$ cat src/rtl/bram_copy_sequencer.sv
// bram_copy_sequencer
// Copies N 32-bit words from a source BRAM region (port A, read) to a
// destination BRAM region (port B, write). Written words keep only the
// 24-bit pixel payload; byte 3 is forced to zero.
//
// Handshake: start is a single-cycle request honoured only while idle;
// busy stays high from the cycle after an accepted start through the done
// cycle; done pulses for one cycle on normal completion only; abort returns
// to idle on the next edge from any non-idle state and flushes reads in
// flight.
module bram_copy_sequencer #(
  parameter int READ_LAT  = 1,
  parameter int MAX_WORDS = 7056,
  parameter int CNT_W     = 13
) (
  input  logic             clk,
  input  logic             rstn,
  input  logic             start,
  input  logic             abort,
  input  logic [31:0]      src_base,
  input  logic [31:0]      dst_base,
  input  logic [CNT_W-1:0] word_cnt,
  output logic             busy,
  output logic             done,
  output logic             clka,
  output logic             rsta,
  output logic             ena,
  output logic [31:0]      addra,
  output logic [31:0]      dina,
  output logic [3:0]       wea,
  input  logic [31:0]      douta,
  output logic             clkb,
  output logic             rstb,
  output logic             enb,
  output logic [31:0]      addrb,
  output logic [31:0]      dinb,
  output logic [3:0]       web,
  input  logic [31:0]      doutb
);

  typedef enum logic [1:0] {
    S_IDLE  = 2'd0,
    S_READ  = 2'd1,
    S_DRAIN = 2'd2,
    S_DONE  = 2'd3
  } state_t;

  state_t              state_q, state_d;
  logic [31:0]         src_q, src_d;
  logic [31:0]         dst_q, dst_d;
  logic [CNT_W-1:0]    n_q, n_d;
  logic [CNT_W-1:0]    rd_idx_q, rd_idx_d;
  logic [CNT_W-1:0]    wr_idx_q, wr_idx_d;
  logic [READ_LAT-1:0] vld_q, vld_d;

  logic             rd_fire;
  logic             wr_fire;
  logic [CNT_W-1:0] n_clamped;

  // Port A data byte 3, port B read data and the address byte offsets carry
  // no information for this block.
  logic unused_inputs;
  assign unused_inputs = ^{doutb, douta[31:24], src_base[1:0], dst_base[1:0]};

  assign rd_fire   = (state_q == S_READ);
  assign wr_fire   = vld_q[READ_LAT-1];
  assign n_clamped = (word_cnt > CNT_W'(MAX_WORDS)) ? CNT_W'(MAX_WORDS) : word_cnt;

  // Next-state, counter and read-valid pipeline logic.
  always_comb begin
    state_d  = state_q;
    src_d    = src_q;
    dst_d    = dst_q;
    n_d      = n_q;
    rd_idx_d = rd_idx_q;
    wr_idx_d = wr_idx_q;
    // Valid bit enters at the bottom and leaves READ_LAT cycles later,
    // lining up with the cycle douta holds the matching word.
    vld_d    = READ_LAT'({vld_q, rd_fire});

    if (rd_fire) rd_idx_d = rd_idx_q + CNT_W'(1);
    if (wr_fire) wr_idx_d = wr_idx_q + CNT_W'(1);

    unique case (state_q)
      S_IDLE: begin
        if (start && !abort) begin
          src_d    = {src_base[31:2], 2'b00};
          dst_d    = {dst_base[31:2], 2'b00};
          n_d      = n_clamped;
          rd_idx_d = '0;
          wr_idx_d = '0;
          state_d  = (n_clamped == '0) ? S_DONE : S_READ;
        end
      end
      S_READ: begin
        if (rd_idx_q == n_q - CNT_W'(1)) state_d = S_DRAIN;
      end
      S_DRAIN: begin
        if (wr_fire && (wr_idx_q == n_q - CNT_W'(1))) state_d = S_DONE;
      end
      S_DONE: begin
        state_d = S_IDLE;
      end
      default: state_d = S_IDLE;
    endcase

    // Abort overrides every transition, including the one into DONE.
    if (abort && (state_q != S_IDLE)) begin
      state_d = S_IDLE;
      vld_d   = '0;
    end
  end

  // State, latched job parameters, counters and pipeline with synchronous reset.
  always_ff @(posedge clk) begin
    if (!rstn) begin
      state_q  <= S_IDLE;
      src_q    <= '0;
      dst_q    <= '0;
      n_q      <= '0;
      rd_idx_q <= '0;
      wr_idx_q <= '0;
      vld_q    <= '0;
    end else begin
      state_q  <= state_d;
      src_q    <= src_d;
      dst_q    <= dst_d;
      n_q      <= n_d;
      rd_idx_q <= rd_idx_d;
      wr_idx_q <= wr_idx_d;
      vld_q    <= vld_d;
    end
  end

  assign busy  = (state_q != S_IDLE);
  assign done  = (state_q == S_DONE);

  assign clka  = clk;
  assign clkb  = clk;
  assign rsta  = ~rstn;
  assign rstb  = ~rstn;
  assign dina  = 32'h0000_0000;
  assign wea   = 4'b0000;

  // Read port: word index scaled to a byte offset, wrapping modulo 2^32.
  assign ena   = rd_fire;
  assign addra = rd_fire ? (src_q + {{(30-CNT_W){1'b0}}, rd_idx_q, 2'b00}) : 32'h0;

  // Write port: fires in the cycle the matching read data is on douta.
  assign enb   = wr_fire;
  assign web   = wr_fire ? 4'hF : 4'h0;
  assign addrb = wr_fire ? (dst_q + {{(30-CNT_W){1'b0}}, wr_idx_q, 2'b00}) : 32'h0;
  assign dinb  = wr_fire ? {8'h00, douta[23:0]} : 32'h0;

endmodule
$ cat config.mk
export PLATFORM = sky130hd
export DESIGN_NAME = bram_copy_sequencer
export DESIGN_NICKNAME = d
export VERILOG_FILES = /design/src/rtl/bram_copy_sequencer.sv
export SDC_FILE = /design/constraint.sdc
export NUM_CORES = 1
export LEC_CHECK = 0
export ABC_AREA = 1
export ABC_CLOCK_PERIOD_IN_PS = 2800
export CAP_MARGIN = 0
export CORE_UTILIZATION = 45
export DETAILED_ROUTE_END_ITERATION = 10
export PLACE_DENSITY = 0.93
export SLEW_MARGIN = 30
export SYNTH_ARGS = -nofsm -noshare
export SYNTH_HDL_FRONTEND = slang
export SYNTH_SLANG_ARGS = --single-unit
export TNS_END_PERCENT = 1
$ cat constraint.sdc
create_clock -name clk -period 2.8 [get_ports clk]
set_input_delay 0.56 -clock clk [delete_from_list [all_inputs] [get_ports clk]]
set_output_delay 0.56 -clock clk [all_outputs]
set_load 0.02 [all_outputs]
==> out/qor.csv <==
stage;metric;value;unit
outcome;status;finished with violations;
outcome;violations in the final reports;negative setup slack;
sta;Final Worst Setup Slack;-365;ps
cells_and_area;Area Growth Syn to Fin;49.7;%
routing;Vias;9053;
power;Peak supply drop;0.688;mV
power;Comb power frac;40.6;%
synthesis;synthesized area;7420;um2
critical_path;r2r setup slk;220;ps
routing;1st-pass router iterations;6;
global_route;vias in the first global route;8509;
routing;detailed-route wire length;27000;um
synthesis;sequential area share after synthesis;27.5;%
power;switch share;40.4;%
cells_and_area;Ant. Diodes;0;
critical_path;CP Data Required Time;2240;ps
sta;final setup fails;47;
synthesis;Mapped Cells;1168;
routing;Vias/cell;5.39;
clocking;worst-skew pair later-pin latency;480;ps
die;I/O pin total;289;
power;P_int;3.48;mW
critical_path;Worst Setup SP;wr_idx_q[2];
sta;clock skew;8.51;ps
routing;DRC violation count after routing;0;
synthesis;YS warnings;0;
sta;Final Slew Violations;0;
critical_path;Critical R2R Launch;state_q[1];
global_route;gr usage total;30.8;%
power;Psw;2.36;mW
power;Flop pwr share;30.7;%
global_route;gr ovfl total;0;
critical_path;Critical Path AT;2600;ps
die;Die Ht;130;um
die;initial core utilization;46.4;%
critical_path;Max Fanout on Critical Path;7;
clocking;CTS clk-pin slew, worst paths;70;ps
critical_path;R2R depth;16;
routing;DRT antenna net count;0;
critical_path;worst setup path end;addrb[25];
global_route;global-route wire length before repair;40500;um
cells_and_area;Seq. cell area;2070;um2
clocking;CTS tree;done;
power;Leak Pwr;5.17;nW
sta;post-route minimum period;3160;ps
placement;Buffers on Ports;196;
placement;GPL Wtd Cong;0.935;
worst_hold_path;Hold Path Class;reg -> reg;
sta;Peak Freq;316;MHz
cells_and_area;Filler Cell Count;1231;
critical_path;Worst setup SP type;register;
global_route;largest net degree at the start of global routing;55;
cells_and_area;fin nets;1638;
cells_and_area;multi-input logic area;5050;um2
power;power consumption;5.84;mW
sta;RSZ-0062 raised after global routing;yes;
global_route;initial antenna violation count;0;
synthesis;Yosys cell types;43;
critical_path;reg2reg end;rd_idx_q[12];
power;Power Density;525;nW/um2
sta;final hold violation count;0;
die;die area;17000;um2
sta;Worst Max-Slew Pin Slew;678;ps
synthesis;flops & latches, synth;102;
routing;Iter 0 DRT Violations;782;
sta;worst hold slack;485;ps
cells_and_area;layout cells sized above 1;22.6;%
placement;post-DP HPWL;18300;um
critical_path;Worst setup EP type;primary output;
die;row count;46;
die;core area;16000;um2
power;Clock power frac;28.7;%
sta;Tcrit/Tclk final;113;%
routing;Wirelength per Cell;16.1;um
job;max cap viols;0;
critical_path;critical path type;reg -> out;
die;die width;130;um
sta;slew margin rel.;54.5;%
synthesis;Mapped Avg Cell Area;6.36;um2
==> cell families (layout without fill, tap and decap cells) <==
| kind of cell | after synthesis | after routing | synth area share [%] |
|---|---|---|---|
| flip-flops | 102 | 102 | 27.5 |
| AO/OA/AOI/OAI | 198 | 198 | 14.7 |
| adder cells (fa/ha/maj) | 35 | 35 | 6.10 |
| XOR/XNOR | 26 | 26 | 3.07 |
| AND/OR/NAND/NOR | 577 | 578 | 34.2 |
| buffers and inverters | 229 | 476 | 14.4 |
| other | 1 | 48 | 0.0505 |
==> Yosys cell counts, drive strengths merged <==
library cell	instances	area, um2
xor2	19	166
a21boi	2	15.0
nand3b	2	15.0
nor3	24	130
and3	1	6.26
a221oi	2	17.5
nand4	15	93.8
nand2	288	1130
nor4	6	37.5
o21bai	4	30.0
fa	2	40.0
buf	60	434
dfxtp	102	2040
ha	33	413
clkbuf	28	105
o21a	6	45.0
a311oi	2	17.5
inv	140	526
o21ai	90	465
a21oi	80	408
nor3b	5	37.5
clkinv	1	3.75
a211oi	3	22.5
a31oi	5	31.3
nand3	118	601
o41ai	1	16.3
xnor2	7	61.3
conb	1	3.75
a21o	3	22.5
nor2	118	492
==> worst max-delay path: stages (launching register included) <==
cell,delay [ps]
dfxtp_2,350
ha_4,300
nand3_1,100
nand2_2,110
inv_1,50
o21ai_2,190
nand3_2,130
a21oi_2,190
buf_6,150
a21oi_1,60
nor2_1,190
clkdlybuf4s15_2,290
==> power by group through the flow <==
stage | registers (mW) | logic (mW) | clock network, mW
after floorplan | 1.76 | 1.45 | 0.0835
after global placement | 1.79 | 2.17 | 0.0959
after detailed placement | 1.79 | 2.21 | 0.0959
after CTS | 1.78 | 2.24 | 1.69
after global routing | 1.81 | 2.58 | 1.75
final | 1.79 | 2.37 | 1.68
==> sequential cells by signal (all words and copies together) (netlist names) <==
register	cells
wr_idx_q	13
src_q	30
rd_idx_q	13
state_q	2
dst_q	30
n_q	13
enb	1
==> how the worst min path moves through the flow <==
stage / from / to / slack, ps / cells past startpoint
final: dst_q[14] / dst_q[14] / 480 / 2
after CTS: src_q[7] / src_q[7] / 480 / 2
after global placement: src_q[7] / src_q[7] / 460 / 2
after global routing: dst_q[11] / dst_q[11] / 510 / 2
after floorplan: dst_q[10] / dst_q[10] / 450 / 2
after detailed placement: dst_q[14] / dst_q[14] / 470 / 2
==> layout by cell type (no fill, tap or decap), drive strengths merged, types with 2 or more instances in the layout <==
cell type      Yosys  final
nand3b             2      2
o21ai             90     90
a221oi             2      2
nand3            118    118
xor2              19     19
buf               60    161
a211oi             3      3
nor3              24     24
nor2             118    118
dfxtp            102    102
clkdlybuf4s50      0    138
nand4             15     15
nor4               6      6
ha                33     33
clkbuf            28     18
a21boi             2      2
a21oi             80     80
conb               1     48
inv              140    143
o21a               6      6
a21o               3      3
a31oi              5      5
fa                 2      2
dlygate4sd2        0      3
o21bai             4      4
nand2            288    289
dlymetal6s2s       0      8
nor3b              5      5
xnor2              7      7
a311oi             2      2
clkinv             1      3
==> cell type report <==
type / instances / area share, %
Inverter: 141 / 4.79
Clock inverter: 6 / 0.461
Multi-Input combinational cell: 885 / 45.4
Timing Repair Buffer: 313 / 25.1
Tap cell: 216 / 2.43
Clock buffer: 16 / 3.23
Sequential cell: 102 / 18.6
==> timing repair <==
item | CTS | global route
hold buffers | 0 | 0
gates cloned | 1 | 0
endpoints found under the setup margin | 58 | 59
pin swaps | 16 | 24
buffers inserted | 1 | 4
resized for setup | 256 | 129
==> through the flow <==
step                setup WS [ps]  area [um2]  util (%)  cells  setup TNS, ps
floorplan                    32.8        7610         -   1215              0
global placement             -381       10200      63.8   1653         -10740
detailed placement           -475       10200      63.8   1653         -13020
CTS                          -320       10800      67.5   1675         -10710
global route                 -467       11100      69.5   1679         -14300
finish                       -365       11100      69.5   1679          -9820
==> layer usage <==
metal  routed length [um]  track usage (%)
met1                10100             34.1
met2                13400             54.7
met5                    0                0
met4                 1280             17.6
met3                 2210             6.60
No activity file was read; power rests on OpenSTA's default activity.
